### config.mk
export PLATFORM = sky130hd
export DESIGN_NAME = regfile_write_arbiter
export DESIGN_NICKNAME = d
export VERILOG_FILES = /design/src/rtl/regfile_write_arbiter_pkg.sv /design/src/rtl/regfile_write_arbiter_wb_queue.sv /design/src/rtl/regfile_write_arbiter.sv
export SDC_FILE = /design/constraint.sdc
export NUM_CORES = 1
export LEC_CHECK = 0
export CORE_MARGIN = 3
export CORE_UTILIZATION = 40
export CTS_CLUSTER_SIZE = 20
export DETAILED_ROUTE_END_ITERATION = 10
export PLACE_DENSITY_LB_ADDON = 0.05
export SYNTH_ARGS = -nofsm -noshare
export SYNTH_HDL_FRONTEND = slang
export SYNTH_SLANG_ARGS = --single-unit
### constraint.sdc
create_clock -name clock -period 5.8 [get_ports clock]
set_input_delay 0.87 -clock clock [delete_from_list [all_inputs] [get_ports clock]]
set_output_delay 0.87 -clock clock [all_outputs]
set_load 0.02 [all_outputs]
### src/rtl/regfile_write_arbiter_pkg.sv
// Shared constants and the {addr, data} write-entry layout used by the
// writeback queues and the register-file write port.
package regfile_write_arbiter_pkg;

  localparam int REG_ADDR_W = 5;
  localparam int REG_DATA_W = 32;
  localparam int NUM_REGS   = 32;

  typedef struct packed {
    logic [REG_ADDR_W-1:0] addr;
    logic [REG_DATA_W-1:0] data;
  } wb_entry_t;

endpackage

### src/rtl/regfile_write_arbiter_wb_queue.sv
// Per-requester writeback FIFO; exposes every slot's valid flag and address
// so the top level can build the pending-write scoreboard.
module wb_queue
  import regfile_write_arbiter_pkg::*;
#(
  parameter int DEPTH = 2
) (
  input  logic                             clock,
  input  logic                             reset,
  input  logic                             push,
  input  logic                             pop,
  input  wb_entry_t                        push_entry,
  output logic                             full,
  output logic                             empty,
  output wb_entry_t                        head,
  output logic [DEPTH-1:0]                 ent_valid,
  output logic [DEPTH-1:0][REG_ADDR_W-1:0] ent_addr
);

  localparam int AW = $clog2(DEPTH);
  localparam logic [AW:0] PTR_ONE = (AW+1)'(1);

  // Pointers carry one extra wrap bit to tell full from empty.
  logic [AW:0]            wr_ptr;
  logic [AW:0]            rd_ptr;
  logic [AW:0]            count;
  logic [DEPTH-1:0][AW-1:0] offset;
  wb_entry_t              mem [DEPTH];

  assign count = wr_ptr - rd_ptr;
  assign empty = (wr_ptr == rd_ptr);
  assign full  = (wr_ptr[AW] != rd_ptr[AW]) && (wr_ptr[AW-1:0] == rd_ptr[AW-1:0]);
  assign head  = mem[rd_ptr[AW-1:0]];

  always_ff @(posedge clock) begin
    if (reset) begin
      wr_ptr <= '0;
      rd_ptr <= '0;
    end else begin
      if (push && !full) wr_ptr <= wr_ptr + PTR_ONE;
      if (pop && !empty) rd_ptr <= rd_ptr + PTR_ONE;
    end
  end

  always_ff @(posedge clock) begin
    if (push && !full) mem[wr_ptr[AW-1:0]] <= push_entry;
  end

  // A slot is live when its distance from the read pointer is below occupancy.
  always_comb begin
    offset    = '0;
    ent_valid = '0;
    ent_addr  = '0;
    for (int j = 0; j < DEPTH; j++) begin
      offset[j]    = AW'(j) - rd_ptr[AW-1:0];
      ent_valid[j] = ({1'b0, offset[j]} < count);
      ent_addr[j]  = mem[j].addr;
    end
  end

endmodule

### src/rtl/regfile_write_arbiter.sv
// Round-robin arbiter sharing the register file's single write port between
// NUM_REQ queued writeback requesters, with a pending-write scoreboard.
module regfile_write_arbiter
  import regfile_write_arbiter_pkg::*;
#(
  parameter int NUM_REQ = 2,
  parameter int DEPTH   = 2
) (
  input  logic                             clock,
  input  logic                             reset,
  input  logic [NUM_REQ-1:0]               req_valid,
  input  logic [NUM_REQ*REG_ADDR_W-1:0]    req_addr,
  input  logic [NUM_REQ*REG_DATA_W-1:0]    req_data,
  output logic [NUM_REQ-1:0]               req_ready,
  input  logic                             hold,
  output logic                             rf_en_write,
  output logic [REG_ADDR_W-1:0]            rf_addr_write,
  output logic [REG_DATA_W-1:0]            rf_data_write,
  output logic [NUM_REGS-1:0]              pending,
  output logic                             idle
);

  localparam int GW = (NUM_REQ > 1) ? $clog2(NUM_REQ) : 1;
  localparam logic [GW-1:0] LAST_INIT = GW'(NUM_REQ - 1);

  logic [GW-1:0]                                    last_grant;
  logic [GW-1:0]                                    win;
  logic                                             found;
  int                                               cand;
  logic [NUM_REQ-1:0]                               q_full;
  logic [NUM_REQ-1:0]                               q_empty;
  wb_entry_t [NUM_REQ-1:0]                          q_head;
  wb_entry_t [NUM_REQ-1:0]                          q_in;
  logic [NUM_REQ-1:0][DEPTH-1:0]                    q_valid;
  logic [NUM_REQ-1:0][DEPTH-1:0][REG_ADDR_W-1:0]    q_addr;
  logic [NUM_REGS-1:0]                              pend_raw;

  for (genvar gi = 0; gi < NUM_REQ; gi++) begin : g_q
    assign q_in[gi].addr = req_addr[REG_ADDR_W*gi +: REG_ADDR_W];
    assign q_in[gi].data = req_data[REG_DATA_W*gi +: REG_DATA_W];
    // Ready depends only on registered occupancy, never on valid or hold.
    assign req_ready[gi] = !reset && !q_full[gi];

    wb_queue #(.DEPTH(DEPTH)) u_queue (
      .clock      (clock),
      .reset      (reset),
      .push       (req_valid[gi] && req_ready[gi]),
      .pop        (rf_en_write && (win == GW'(gi))),
      .push_entry (q_in[gi]),
      .full       (q_full[gi]),
      .empty      (q_empty[gi]),
      .head       (q_head[gi]),
      .ent_valid  (q_valid[gi]),
      .ent_addr   (q_addr[gi])
    );
  end

  // Search from last_grant+1 upward, wrapping, for the first non-empty queue.
  always_comb begin
    found = 1'b0;
    win   = '0;
    cand  = 0;
    for (int k = 1; k <= NUM_REQ; k++) begin
      cand = int'(last_grant) + k;
      if (cand >= NUM_REQ) cand = cand - NUM_REQ;
      if (!found && !q_empty[cand]) begin
        found = 1'b1;
        win   = GW'(cand);
      end
    end
  end

  assign rf_en_write   = found && !hold && !reset;
  assign rf_addr_write = rf_en_write ? q_head[win].addr : '0;
  assign rf_data_write = rf_en_write ? q_head[win].data : '0;

  always_ff @(posedge clock) begin
    if (reset)            last_grant <= LAST_INIT;
    else if (rf_en_write) last_grant <= win;
  end

  always_comb begin
    pend_raw = '0;
    for (int i = 0; i < NUM_REQ; i++)
      for (int j = 0; j < DEPTH; j++)
        if (q_valid[i][j]) pend_raw[q_addr[i][j]] = 1'b1;
  end

  assign pending = reset ? '0 : pend_raw;
  assign idle    = reset || (&q_empty);

endmodule
======== Word-level counts from Yosys, hierarchy flattened ========
Memories as Yosys holds them, arrays and structs flattened. A register that Yosys moved wholly into a read port is not among the register bits.
Cells that the tools add are included.
storage, ports and cells
  register bits after elaboration ......... 9
  RAM bits ................................ 148
  input port bits ......................... 79
  output and inout bits ................... 73
  logic and storage cells ................. 113
  memories kept ........................... 2
memory list
  memory              words  bits a word  rd ports  clocked after Yosys merged registers in  wr ports  RTL line                              RTL
  g_q[0].u_queue.mem  2      37           3         1                                        1         regfile_write_arbiter_wb_queue.sv:28  wb_entry_t mem [DEPTH];
  g_q[1].u_queue.mem  2      37           3         1                                        1         regfile_write_arbiter_wb_queue.sv:28
cells by class
  $add $sub $neg .......................... 14
  $lt $le $gt $ge ......................... 17
  equality and inequality tests ........... 6
  multiplexer cells ....................... 37
  bitwise gates (word level) .............. 4
  reduce and logical (&&, ||, !) cells .... 28
operator list
  cell                 number
  $mux 32              8
  $or 32x32->32        3
  $mux 37              2
  $lt 32x3->1 const B  2
  $lt 5x6->1 const B   4
  $mux 1               22
  $demux 1 s5          4
  $ge 5x1->1 const B   4
  $logic_and 1x1->1    19
  $add 2x1->2 const B  4
  $lt 1x2->1           4
  $logic_not 1->1      7
  $mux 5               1
  $eq 2x2->1           2
  $sub 1x1->1 const A  4
  $sub 2x2->2          2
  $sub 3x2->4 const B  1
  $add 1x2->3 const B  1
  $ge 3x2->1 const B   1
  $sub 2x2->3 const B  1
  $add 1x1->2 const B  1
  $eq 1x1->1           2
  $ge 2x2->1 const B   1
  $lt 1x2->1 const B   1
  other kinds (4)      5

======== Logic depth before layout (Yosys ltp) ========
  word-level depth ........................ 15
  mapped depth ............................ 8
  gate-level depth less buffers ........... 8

======== Modules after synthesis ========
A second synthesis with hierarchy kept.
unflattened totals
  cell total of the unflattened synthesis .. 556
  area, all modules ....................... 7817.5 sq um
by module, submodules not included
  module                 times used  cells an instance  area an instance (sq um)  seq. area each (sq um)
  wb_queue               2           168                3076.7                    2322.2
  regfile_write_arbiter  1           220                1664.1                    20.0

======== Worst setup path before layout ========
OpenSTA, ideal clock, no wires.
  path kind ............................... input -> register
  from .................................... in reset
  to ...................................... mem g_q[1].u_queue.mem[1][0] (netlist name) (enable)
  library setup time ...................... 0.492 ns
  arrival time ............................ 3.931 ns
  required time ........................... 5.308 ns
  path slack .............................. 1.376 ns
  stages .................................. 2
  buffers on the path ..................... 1
  path through ............................ clkbuf_1 -> a211oi_1
on the way
  longest elaborated chain between the ends .. 6
RTL lines
  item                          RTL line                              RTL
  from (decl)                   regfile_write_arbiter.sv:10           input logic reset,
  $logic_not 1->1               regfile_write_arbiter.sv:42           assign req_ready[gi] = !reset && !q_full[gi];
  $logic_and 1x1->1             regfile_write_arbiter.sv:42
  $logic_and 1x1->1             regfile_write_arbiter.sv:47           .push (req_valid[gi] && req_ready[gi]),
  $logic_and 1x1->1             regfile_write_arbiter_wb_queue.sv:46  if (push && !full) mem[wr_ptr[AW-1:0]] <= push_entry;
  $mux 1                        regfile_write_arbiter_wb_queue.sv:46
  $mux 1 (not written as such)  regfile_write_arbiter_wb_queue.sv:46
  to (decl)                     regfile_write_arbiter_wb_queue.sv:28
No other way between the ends.

======== Worst setup path after layout ========
  from .................................... reg g_q[0].u_queue.rd_ptr[1]
  to ...................................... out pending[16]
on the way
  longest elaborated chain between the ends .. 10
  elaborated cells between the ends (all ways) .. 11
  those cells by class .................... add/sub: 1; order compare: 2; mux: 5; bitwise: 3
RTL lines
  item                            RTL line                              RTL
  from (decl)                     regfile_write_arbiter_wb_queue.sv:25  logic [AW:0] rd_ptr;
  from (signal assigned)          regfile_write_arbiter_wb_queue.sv:41  if (pop && !empty) rd_ptr <= rd_ptr + PTR_ONE;
  $sub 2x2->2 *                   regfile_write_arbiter_wb_queue.sv:30  assign count = wr_ptr - rd_ptr;
  $lt 1x2->1                      regfile_write_arbiter_wb_queue.sv:56  ent_valid[j] = ({1'b0, offset[j]} < count);
  $mux 32                         regfile_write_arbiter.sv:86           if (q_valid[i][j]) pend_raw[q_addr[i][j]] = 1'b1;
  $or 32x32->32 (no source line)  --
  $mux 32 *                       regfile_write_arbiter.sv:86
  $or 32x32->32 (no source line)  --
  $mux 32 *                       regfile_write_arbiter.sv:86
  $or 32x32->32 (no source line)  --
  $mux 32 *                       regfile_write_arbiter.sv:86
  $mux 32 *                       regfile_write_arbiter.sv:89           assign pending = reset ? '0 : pend_raw;
  to (decl)                       regfile_write_arbiter.sv:19           output logic [NUM_REGS-1:0] pending,
Mark *: on every way between the ends. The rest lies on a longest branch, timed or not.

==> out/qor.yml <==
antenna_violations_before_repair: 0
number_of_buffers_inserted_during_clock_tree_synthesis: 17
cap_viol_max_count: 0
routabilityCongestion: 0.8903
via_count: 5135
dr_vias_cell: 5.655
post_route_cells_drive_above_1_share_pct: 12.08
worst-slew-pin-transition_ps: 1358
reg2reg_from: "g_q[0].u_queue.rd_ptr[0]$_SDFFE_PP0P_"
holdCritStartpoint: "g_q[0].u_queue.wr_ptr[1]$_SDFFE_PP0P_"
antennaDiodeCount: 0
number_of_synthesized_flops_with_an_enable_pin: 148
multi_input_area_um2: 2571
number_of_storage_elements_in_the_synthesis_netlist: 159
rrSetupSlack_ps: 3230
worstHoldPathCells: 2
syn-instance-count: 523
detailedPlacementHpwl_um: 13100
power-per-cell-area_nw_per_um2: 327.3
route.detailed.wl_per_inst_um: 21.75
area_growth_syn_to_layout_pct: 30.21
power.share.clock_pct: 32.6
synth_top_cell_area_share_pct: 59.72
synth_area_leader_cell: "edfxtp_1"
yosys_warnings: 0
cp_data_arrival_time_ps: 3780
maxSlewHeadroom_pct: 8.764
clock-root-buffer: "clkbuf_16"
clock_pin_slew_reported_for_the_worst_setup_and_hold_paths_after_clock_tree_synthesis_ps: 60
drt-initial-drc-count: 365
htree_levels: 4
min_path_type: "register to register"
post_synth_instance_area_um2: 7442
worst_r2r_endpoint: "g_q[0].u_queue.mem[0][2]$_DFFE_PP_"
ctsLongestPathBuffers: 2
overflow: 0
synthDistinctLibCells: 40
dieHeight_um: 142.4
global_route.usage.total_pct: 19.46
setup.worst_path.class: "register to primary output"
floorplan.die_area_um2: 20280
die_width_um: 142.4
grt_first_pass_wirelength_um: 29680
nFillCells: 1506
fin_skew_ps: 8.799
seq_area_frac_synth_pct: 62.68
top_post_synthesis_cells_by_area: "edfxtp_1, mux2i_1, a22oi_1, o22ai_2, dfxtp_1"
net-switching-power_mw: 0.9218
setup-tns-final_ps: 0
timing.critical_path.from_type: "register"
post-cts-setup-buffers: 0
end_kind: "primary output"
layout.area.seq_um2: 4667
clkLatencyLatePin_ps: 420
port_buffers: 151
async_flop_share_pct: 0
p_leak_nw: 3.011
fp-row-count: 49
power_switching_share_pct: 29.06
outcome: "complete, no violations"
core_region_area_um2: 18150
syn-num-nets: 608
drt-total-wl_um: 19750
grt_max_degree: 44
synth_ff_type: "edfxtp_1"
timing.fmax_mhz: 214.9
worst_ir_drop_vdd_v: 0.0002285
post_synth.cell_area_avg_um2: 14.23
ant_nets: 0
power.combinational.fraction_pct: 23.4
cts-hold-fix-buffers: 0
drt_first_pass_iters: 6
start_util_pct: 41.01
period_share_pct: 80.24
number_of_remaining_drc_errors: 0
timing.final.setup_violations: 0
timing.final.crit_period_ps: 4654
power.internal_mw: 2.250
holdPathEnd: "g_q[0].u_queue.wr_ptr[1]$_SDFFE_PP0P_"
sequential_share_of_power_pct: 44.0
vias_in_the_first_global_route: 5282
clock-sinks: 159
finalNetCount: 751
layout_common_cells: "clkdlybuf4s50_1, edfxtp_1, mux2i_1"
most_common_library_cell_in_the_layout_ignoring_fill_and_taps: "clkdlybuf4s50_1"
post_cts_resize_count: 0
timing.critical_path.required_ps: 4930
worst_slack_setup_final_ps: 1146
final_max_slew_viol_count: 0
preCtsSetupSlack_ps: 1305
finalHoldViolations: 0
design.portCount: 152
timing.critical_path.fanout_max: 8
hold-worst-slack_ps: 540.1
tritoncts: "built"
worst-r2r-cell-count: 6
rsz0062_at_grt: "false"
## cells in the mapped netlist, types with 4 or more instances
library cell,count
a211oi_1,4
a21oi_1,36
a22oi_1,64
and3_1,4
and3b_1,8
buf_2,4
clkbuf_1,24
dfxtp_1,11
edfxtp_1,148
ha_1,6
inv_1,9
mux2i_1,76
nand2_1,14
nor2_1,20
nor3_1,10
nor3b_1,16
o22ai_1,7
o22ai_2,30
## registers in the layout, indices dropped and copies added (netlist names), named ones only
| signal | count |
|---|---|
| g_q.u_queue.mem | 148 |
| g_q.u_queue.rd_ptr | 4 |
| last_grant | 1 |
| g_q.u_queue.wr_ptr | 4 |
## per-stage QoR
step / instance area (µm²) / instances / power [mW] / utilization, %
2_1_floorplan: 7442 / 523 / 1.880 / -
3_3_place_gp: 9145 / 876 / 2.161 / 50.39
3_5_place_dp: 9145 / 876 / 2.171 / 50.39
4_1_cts: 9691 / 908 / 3.207 / 53.40
5_1_grt: 9691 / 908 / 3.320 / 53.40
6_report: 9691 / 908 / 3.172 / 53.40
## per-layer routing
metal	vias to the layer above	share of wire, %	global-route usage [%]
li1	2376	-	-
met1	2549	42	23.81
met2	176	50	32.77
met4	0	2.3	7.754
met5	-	0	0
met3	34	5.8	5.376
## worst max-delay path: stages, from the launching register on
cell and delay, ps:
dfxtp_1 380, xor2_1 360, inv_2 120, ha_1 310, nor2_1 50, nor3_1 1020, a22oi_1 280, a21oi_1 220
clkdlybuf4s50_1 630
## how the worst max path moves through the flow
| stage | end | from | depth (start not counted) | slack (ps) |
|---|---|---|---|---|
| CTS | pending[12] | g_q[1].u_queue.wr_ptr[1]$_SDFFE_PP0P_ | 8 | 1200 |
| floorplan | g_q[1].u_queue.mem[1][0]$_DFFE_PP_ | reset | 2 | 1380 |
| detailed placement | rf_data_write[0] | hold | 6 | 1300 |
| global route | pending[12] | g_q[1].u_queue.rd_ptr[1]$_SDFFE_PP0P_ | 8 | 990 |
| finish | pending[16] | g_q[0].u_queue.rd_ptr[1]$_SDFFE_PP0P_ | 8 | 1150 |
| global placement | rf_data_write[0] | hold | 6 | 1330 |
## layout make-up
type	instances	share of cell area, %
Clock buffer	18	4.429
Inverter	11	0.4261
Timing Repair Buffer	160	16.29
Multi-Input combinational cell	317	26.53
Tap cell	229	2.957
Sequential cell	159	48.16
Clock inverter	14	1.201
## cell families (layout without fill, tap and decap cells)
kind of cell	after synthesis	count (layout)	synth area share, %
flops	159	159	62.68
compound gates	153	153	16.19
mux	79	79	10.68
simple gates	75	75	5.531
buf+inv	47	203	3.346
fa+ha+maj	6	6	1.009
xor+xnor	4	4	0.5717
## power groups by stage
stage | clock, mW | sequential (mW) | combinational [mW]
after floorplan | 0 | 1.38 | 0.499
after global placement | 0 | 1.42 | 0.742
after detailed placement | 0 | 1.42 | 0.749
after CTS | 1.06 | 1.40 | 0.753
after global routing | 1.12 | 1.40 | 0.798
final | 1.03 | 1.40 | 0.742
Note: power is estimated with default switching activity, not from simulation.
